### src/rtl/pc_seq_pkg.sv
// Shared types and default vectors for the PC sequencer.
// FSM state encoding, next-PC select encoding and reset/exception vectors.
package pc_seq_pkg;

    typedef enum logic [1:0] {
        BOOT  = 2'd0,
        FETCH = 2'd1,
        HOLD  = 2'd2
    } state_t;

    typedef enum logic [2:0] {
        SEL_SEQ = 3'd0,
        SEL_BR  = 3'd1,
        SEL_J   = 3'd2,
        SEL_JR  = 3'd3,
        SEL_EXC = 3'd4
    } sel_t;

    localparam logic [31:0] DEFAULT_RESET_VECTOR = 32'h0000_0000;
    localparam logic [31:0] DEFAULT_EXC_VECTOR   = 32'h0000_0100;

endpackage

### src/rtl/pc_next_mux.sv
// Combinational next-PC priority select and target arithmetic.
// Exception requests are honoured only when PC_SEQ_EXC_EN is defined.
module pc_next_mux
    import pc_seq_pkg::*;
#(
    parameter logic [31:0] EXC_VECTOR = DEFAULT_EXC_VECTOR
) (
    input  logic [4:0]  pc_hi_i,
    input  logic [31:0] pc_plus1_i,
    input  logic        br_taken_i,
    input  logic [15:0] br_offset_i,
    input  logic        jump_i,
    input  logic [26:0] jump_target_i,
    input  logic        jr_i,
    input  logic [31:0] jr_target_i,
    input  logic        exc_i,
    output logic        redirect_o,
    output logic [2:0]  sel_o,
    output logic [31:0] target_o
);

    logic exc_req;

`ifdef PC_SEQ_EXC_EN
    assign exc_req = exc_i;
`else
    logic unused_exc;
    assign exc_req    = 1'b0;
    assign unused_exc = exc_i;
`endif

    // Fixed priority: exc > jr > jump > br_taken > sequential.
    always_comb begin
        sel_o    = SEL_SEQ;
        target_o = pc_plus1_i;
        if (exc_req) begin
            sel_o    = SEL_EXC;
            target_o = EXC_VECTOR;
        end else if (jr_i) begin
            sel_o    = SEL_JR;
            target_o = jr_target_i;
        end else if (jump_i) begin
            sel_o    = SEL_J;
            target_o = {pc_hi_i, jump_target_i};
        end else if (br_taken_i) begin
            sel_o    = SEL_BR;
            target_o = pc_plus1_i + {{16{br_offset_i[15]}}, br_offset_i};
        end
    end

    assign redirect_o = (sel_o != SEL_SEQ);

endmodule

### src/rtl/pc_sequencer.sv
// Fetch PC sequencer: BOOT/FETCH/HOLD FSM with branch/jump/exception redirect.
// Exception redirect and the epc register exist only when PC_SEQ_EXC_EN is defined.
module pc_sequencer
    import pc_seq_pkg::*;
#(
    parameter logic [31:0] RESET_VECTOR = DEFAULT_RESET_VECTOR,
    parameter logic [31:0] EXC_VECTOR   = DEFAULT_EXC_VECTOR
) (
    input  logic        clk,
    input  logic        rst_n,
    input  logic        stall,
    input  logic        br_taken,
    input  logic [15:0] br_offset,
    input  logic        jump,
    input  logic [26:0] jump_target,
    input  logic        jr,
    input  logic [31:0] jr_target,
    input  logic        exc,
    input  logic        imem_ack,
    output logic        imem_req,
    output logic [31:0] pc,
    output logic [31:0] pc_plus1,
    output logic        fetch_valid,
    output logic [31:0] epc,
    output logic [1:0]  dbg_state
);

    state_t      state_q, state_d;
    logic [31:0] pc_q, pc_d;
    logic        redirect;
    logic [2:0]  sel;
    logic [31:0] target;
    logic        epc_load;

    assign pc        = pc_q;
    assign pc_plus1  = pc_q + 32'd1;
    assign dbg_state = state_q;

    pc_next_mux #(
        .EXC_VECTOR (EXC_VECTOR)
    ) u_next_mux (
        .pc_hi_i       (pc_q[31:27]),
        .pc_plus1_i    (pc_plus1),
        .br_taken_i    (br_taken),
        .br_offset_i   (br_offset),
        .jump_i        (jump),
        .jump_target_i (jump_target),
        .jr_i          (jr),
        .jr_target_i   (jr_target),
        .exc_i         (exc),
        .redirect_o    (redirect),
        .sel_o         (sel),
        .target_o      (target)
    );

    always_ff @(posedge clk or negedge rst_n) begin
        if (!rst_n) begin
            state_q <= BOOT;
            pc_q    <= RESET_VECTOR;
        end else begin
            state_q <= state_d;
            pc_q    <= pc_d;
        end
    end

    // A redirect squashes any coincident ack and overrides stall; BOOT ignores it.
    always_comb begin
        state_d     = state_q;
        pc_d        = pc_q;
        imem_req    = 1'b0;
        fetch_valid = 1'b0;
        epc_load    = 1'b0;
        case (state_q)
            BOOT: begin
                state_d = FETCH;
            end
            FETCH: begin
                imem_req = 1'b1;
                if (redirect) begin
                    pc_d     = target;
                    epc_load = (sel == SEL_EXC);
                end else if (imem_ack) begin
                    fetch_valid = 1'b1;
                    if (stall) begin
                        state_d = HOLD;
                    end else begin
                        pc_d = pc_plus1;
                    end
                end
            end
            HOLD: begin
                if (redirect) begin
                    pc_d     = target;
                    state_d  = FETCH;
                    epc_load = (sel == SEL_EXC);
                end else if (!stall) begin
                    pc_d    = pc_plus1;
                    state_d = FETCH;
                end
            end
            default: begin
                state_d = BOOT;
            end
        endcase
    end

`ifdef PC_SEQ_EXC_EN
    logic [31:0] epc_q;

    always_ff @(posedge clk or negedge rst_n) begin
        if (!rst_n) begin
            epc_q <= 32'd0;
        end else if (epc_load) begin
            epc_q <= pc_q;
        end
    end

    assign epc = epc_q;
`else
    logic unused_epc_load;
    assign unused_epc_load = epc_load;
    assign epc             = 32'd0;
`endif

endmodule

### config.mk
export PLATFORM = sky130hd
export DESIGN_NAME = pc_sequencer
export DESIGN_NICKNAME = d
export VERILOG_FILES = /design/src/rtl/pc_seq_pkg.sv /design/src/rtl/pc_next_mux.sv /design/src/rtl/pc_sequencer.sv
export SDC_FILE = /design/constraint.sdc
export NUM_CORES = 1
export LEC_CHECK = 0
export ABC_AREA = 0
export BUFFER_PORTS_ARGS = -buffer_cell sky130_fd_sc_hd__buf_2
export CORE_MARGIN = 5
export CORE_UTILIZATION = 51
export DETAILED_ROUTE_END_ITERATION = 10
export PLACE_DENSITY = 0.82
export SLEW_MARGIN = 20
export SYNTH_ARGS = -nofsm -noshare
export SYNTH_HDL_FRONTEND = slang
export SYNTH_SLANG_ARGS = --single-unit
### constraint.sdc
create_clock -name clk -period 4.8 [get_ports clk]
set_input_delay 1.44 -clock clk [delete_from_list [all_inputs] [get_ports clk]]
set_output_delay 1.44 -clock clk [all_outputs]
set_load 0.02 [all_outputs]
======== Word level (Yosys, flattened, before mapping) ========
Cells that the tools add are included.
cells by class
  $add $sub $neg .......................... 2
  eq/ne operators ......................... 7
  muxes and demuxes ....................... 21
  reductions and logical operators ........ 5
operators by type and width
  kind                   count
  $mux 32                7
  $pmux 32 s2            1
  $add 32x1->32 const B  1
  $add 32x32->32         1
  $mux 2                 5
  $mux 3                 2
  $ne 2x2->1 const B     3
  $ne 3x3->1 const B     2
  $pmux 2 s3             1
  $mux 1                 5
  $reduce_and 4->1       1
  $reduce_bool 3->1      1
  $eq 2x1->1 const B     1
  $eq 2x2->1 const B     1
  $logic_not 2->1        1
  $reduce_and 2->1       1
  $reduce_bool 2->1      1
word-level totals
  bits in registers ....................... 34
  bits of input ports ..................... 83
  output and inout port bits .............. 100
  logic and storage cells ................. 37

======== Depth between registers and ports, before layout ========
  word-level depth ........................ 7
  mapped depth ............................ 17
  gate-level depth less buffers ........... 15

======== Modules after synthesis ========
From an unflattened synthesis, not the netlist that was laid out.
unflattened totals
  cells, all modules ...................... 790
  area, all modules ....................... 5619.1 um^2
by module, submodules not included
  module        instances  cells an instance  area each (um^2)  sequential area each (um^2)
  pc_sequencer  1          375                3041.7            850.8
  pc_next_mux   1          415                2577.5            0.0

======== Worst setup path after synthesis ========
Ideal clock, no wire load.
  path kind ............................... input-to-output
  start point ............................. input port jump
  end point ............................... output port fetch_valid
  arrival ................................. 2.539 ns
  data required time ...................... 3.360 ns
  slack ................................... 0.821 ns
  stages .................................. 5
  buffers on the path ..................... 2
  cell sequence ........................... clkbuf_1 -> nor2_1 -> nand2_1 -> clkbuf_1 -> nor2_1
on the way
  cells in the longest elaborated chain, start to end .. 5
RTL lines
  what               line                source
  from (decl)        pc_sequencer.sv:14  input logic jump,
  $mux 3             pc_next_mux.sv:42   end else if (jump_i) begin
  $mux 3             pc_next_mux.sv:39   end else if (jr_i) begin
  $reduce_bool 3->1  pc_next_mux.sv:51   assign redirect_o = (sel_o != SEL_SEQ);
  $mux 1             pc_sequencer.sv:79  if (redirect) begin
  $mux 1             pc_sequencer.sv:73  case (state_q)
  to (decl)          pc_sequencer.sv:23  output logic fetch_valid,
Every way passes these cells.

======== Worst setup path after layout ========
  start point ............................. register pc_q[0] (netlist: pc[0])
  end point ............................... register pc_q[27] (netlist: pc[27])
on the way
  cells in the longest elaborated chain, start to end .. 7
  elaborated cells on any way between the ends .. 10
  those cells by class .................... add/sub (2); mux (8)
RTL lines
  what                               line                                    source
  from (decl)                        pc_sequencer.sv:29                      logic [31:0] pc_q, pc_d;
  from (signal assigned)             pc_sequencer.sv:62                      pc_q <= pc_d;
  $add 32x1->32 (*)                  pc_sequencer.sv:36                      assign pc_plus1 = pc_q + 32'd1;
  $add 32x32->32                     pc_next_mux.sv:47                       target_o = pc_plus1_i + {{16{br_offset_i[15]}}, br_offset_i};
  $mux 32                            pc_next_mux.sv:45                       end else if (br_taken_i) begin
  $mux 32                            pc_next_mux.sv:42
  $mux 32                            pc_next_mux.sv:39
  $mux 32, on equally long branches  pc_sequencer.sv:92, pc_sequencer.sv:79
  $pmux 32 s2 (*)                    pc_sequencer.sv:73
Mark *: on every way between the ends. The rest lies on a longest branch, timed or not. The select of a mux whose other input is x is not followed.
A chain may end at the register's enable or synchronous reset.

==> out/qor.yml <==
clk_pin_slew_ns: 0.08
core_mm2: 0.00928
die_w_um: 108
slew_headroom: 0.383
cts_resized: 0
antenna_left: 0
vias: 5771
grt_pass1_wl_um: 28700
start_util: 0.524
finalCriticalPeriod_ns: 4.39
synth_warnings: 0
nFillCells: 870
critPathKind: "flip-flop to flip-flop"
ctsHtreeMaxLevel: 2
antenna_cells: 0
wl_met3_um: 1880
syn_to_final_growth_pct: 18.0
setup_violations: 0
p_leak_nw: 2.68
setup_ws_ns: 0.412
synth_adder_area_share: 0.112
ys_seq_area_frac: 0.175
drt_iter0_markers: 698
clock_skew_ns: 0.0143
synthSimpleGateAreaFrac: 0.219
maxSlewViolCount: 0
synth_compound_area_frac: 0.312
grt_antenna_before_repair: 0
tritoncts: "yes"
post-place-ws_ns: 0.551
yosysUniqueCellTypes: 69
syn-cell-area_mm2: 0.00486
gr-usage-all-layers: 0.311
pwr_density_cell_mw_per_mm2: 674
cp-start-kind: "flip-flop"
via_per_inst: 6.22
cts_made_buffers: 5
die_h_um: 108
postSynthAreaPerCell_um2: 7.39
ys.flop_type: "dfrtp_1"
cts_hold_buf: 0
io_pins: 183
status: "completed"
rows: 35
synthMuxAreaShare: 0.00849
vdd_drop_max_v: 0.000404
grt_overflow: 0
setup_tns_ns: 0
met1Wirelength_um: 7930
cp_max_fo: 6
cts_sinks: 34
cts_setup_buffers: 0
period_share: 0.914
drv_cap: 0
dp_hpwl_um: 14300
fin_util: 0.618
fmax_mhz: 228
rsz0062_at_grt: "false"
drt_first_pass_iters: 5
insertion_delay_ns: 0.31
wl_met2_um: 8430
maxUsedRoutingLayer: "met4"
port-buffer-count: 149
hold_viol_final: 0
grt_pass1_vias: 5462
cp.required_ns: 5.03
synth-seq-cells: 34
gp_congestion: 1.03
synth_top_family_by_area: "compound AO/OA/AOI/OAI gates"
min_path_type: "flip-flop to flip-flop"
end_kind: "flip-flop"
clock_path_buffers: 2
drc: 0
routed_wl_um: 18700
clock-root-buffer: "clkbuf_8"
synth-xor-area-share: 0.0865
layout.nets: 924
wl_per_cell_um: 20.2
die_area_mm2: 0.0116
synthCells: 658
synth_edf_count: 0
tightest_slew_ns: 0.926
synthArstFlopShare: 1.00
grt_max_degree: 48
drive_gt1_frac: 0.228
crit_arrival_ns: 4.61
==> flip-flops by register name, indices dropped and copies added, names as in the netlist <==
register	flops
dbg_state	2
pc	32
==> cells in the mapped netlist (3+ instances only) <==
library cell  count  share of area
a211o_1           4         0.0072
a211oi_1         10          0.015
a21o_1           17          0.026
a21oi_1          58          0.060
a221oi_1          7          0.013
a222oi_1          3         0.0062
a22oi_1           7          0.011
a31oi_1          10          0.013
a41oi_1           3         0.0054
and2_1            5         0.0064
and3_1            8          0.010
and4_1            9          0.016
buf_4            32          0.049
clkbuf_1         27          0.021
dfrtp_1          34           0.18
ha_1             42           0.11
inv_1            18          0.014
mux2i_1           3         0.0062
nand2_1          61          0.047
nand2b_1          7         0.0090
nand3_1          23          0.024
nand4_1          12          0.015
nor2_1           63          0.049
nor2b_1           3         0.0039
nor3_1           14          0.014
o211ai_1          6         0.0093
o21a_1           10          0.015
o21ai_0          41          0.042
o21ai_1           3         0.0031
o21bai_1          5         0.0077
o221ai_1          4         0.0072
o22ai_1          10          0.013
o31ai_1           4         0.0062
or2_2             3         0.0039
or3_1             4         0.0051
xnor2_1          28          0.050
xor2_1           20          0.036
==> worst paths after layout <==
check	startpoint	endpoint	slack [ns]	cells past startpoint
worst max-delay path	pc[0]	pc[27]	0.41	14
worst min-delay path	pc[1]	pc[1]	0.56	2
worst max register to register	pc[0]	pc[27]	0.41	14
worst min register to register	pc[1]	pc[1]	0.56	2
max in group asynchronous	rst_n	pc[0]	2.95	1
min in group asynchronous	rst_n	pc[10]	1.26	1
==> placed cells by master (no fill, tap or decap), types with 4 or more instances in the layout <==
cell type / synthesis / routed
nand3_1: 23 / 23
buf_4: 32 / 14
o21a_1: 10 / 10
o31ai_1: 4 / 4
dfrtp_1: 34 / 34
a31oi_1: 10 / 10
o21ai_0: 41 / 41
a21o_1: 17 / 17
nand2b_1: 7 / 7
conb_1: 1 / 32
and4_1: 9 / 9
and2_1: 5 / 5
buf_2: 0 / 149
xor2_1: 20 / 20
a22oi_1: 7 / 7
nor3_1: 14 / 14
nand4_1: 12 / 12
xnor2_1: 28 / 28
o22ai_1: 10 / 10
nor2_1: 63 / 63
a211o_1: 4 / 4
clkbuf_8: 0 / 6
a21oi_1: 58 / 58
or3_1: 4 / 4
o211ai_1: 6 / 6
o21bai_1: 5 / 5
nand2_1: 61 / 61
a221oi_1: 7 / 7
and3_1: 8 / 8
inv_1: 18 / 18
a211oi_1: 10 / 10
ha_1: 42 / 42
o221ai_1: 4 / 4
==> critical path, stage by stage, from the launching register on <==
cell and delay [ns]:
dfrtp_1 0.43, ha_1 0.30, nand2_1 0.11, nor2_1 0.36, nand2_1 0.12, xnor2_1 0.31
ha_1 0.38, a21oi_1 0.23, o21ai_0 0.12, a221oi_1 0.62, o211ai_1 0.30, a31o_2 0.35
a21oi_1 0.18, mux2_2 0.35, a21oi_1 0.14
==> metrics by stage <==
step	hold slack (ns)	instance area [um^2]	total power, mW	std cells
floorplan	0.636	4980	2.72	689
global placement	0.526	5640	3.51	920
detailed placement	0.543	5640	3.54	920
CTS	0.561	5730	3.81	928
global route	0.602	5730	4.15	928
finish	0.561	5730	3.86	928
==> layout make-up <==
| class | count | area [um^2] | area share |
|---|---|---|---|
| clock buffer | 7 | 86.3 | 0.0151 |
| clock inverter | 1 | 5.00 | 0.000873 |
| inverter | 18 | 67.6 | 0.0118 |
| multi-input combinational | 576 | 3710 | 0.647 |
| sequential | 34 | 851 | 0.148 |
| tap | 129 | 161 | 0.0281 |
| timing repair buffer | 163 | 851 | 0.148 |
==> power breakdown <==
part	leakage, nW	total [mW]	internal, mW	switching, mW
clock network	0.0482	0.247	0.116	0.131
logic	2.23	2.95	1.11	1.84
registers	0.401	0.667	0.427	0.240
total	2.68	3.86	1.65	2.21
==> metal layers <==
metal | track usage | vias to the layer above
met2 | 0.494 | 354
li1 | - | 2681
met3 | 0.0570 | 42
met1 | 0.430 | 2694
met4 | 0.0884 | 0
met5 | 0 | -
==> kinds of logic after synthesis <==
kind of cell               count (synthesis)
DFF                                       34
xor gates and xnor gates                  48
buffers and inverters                     79
and+or+nand+nor                          221
muxes                                      4
other                                      1
adders and majority gates                 43
AOI/OAI and AO/OA                        228
(Power assumes the default switching activity.)
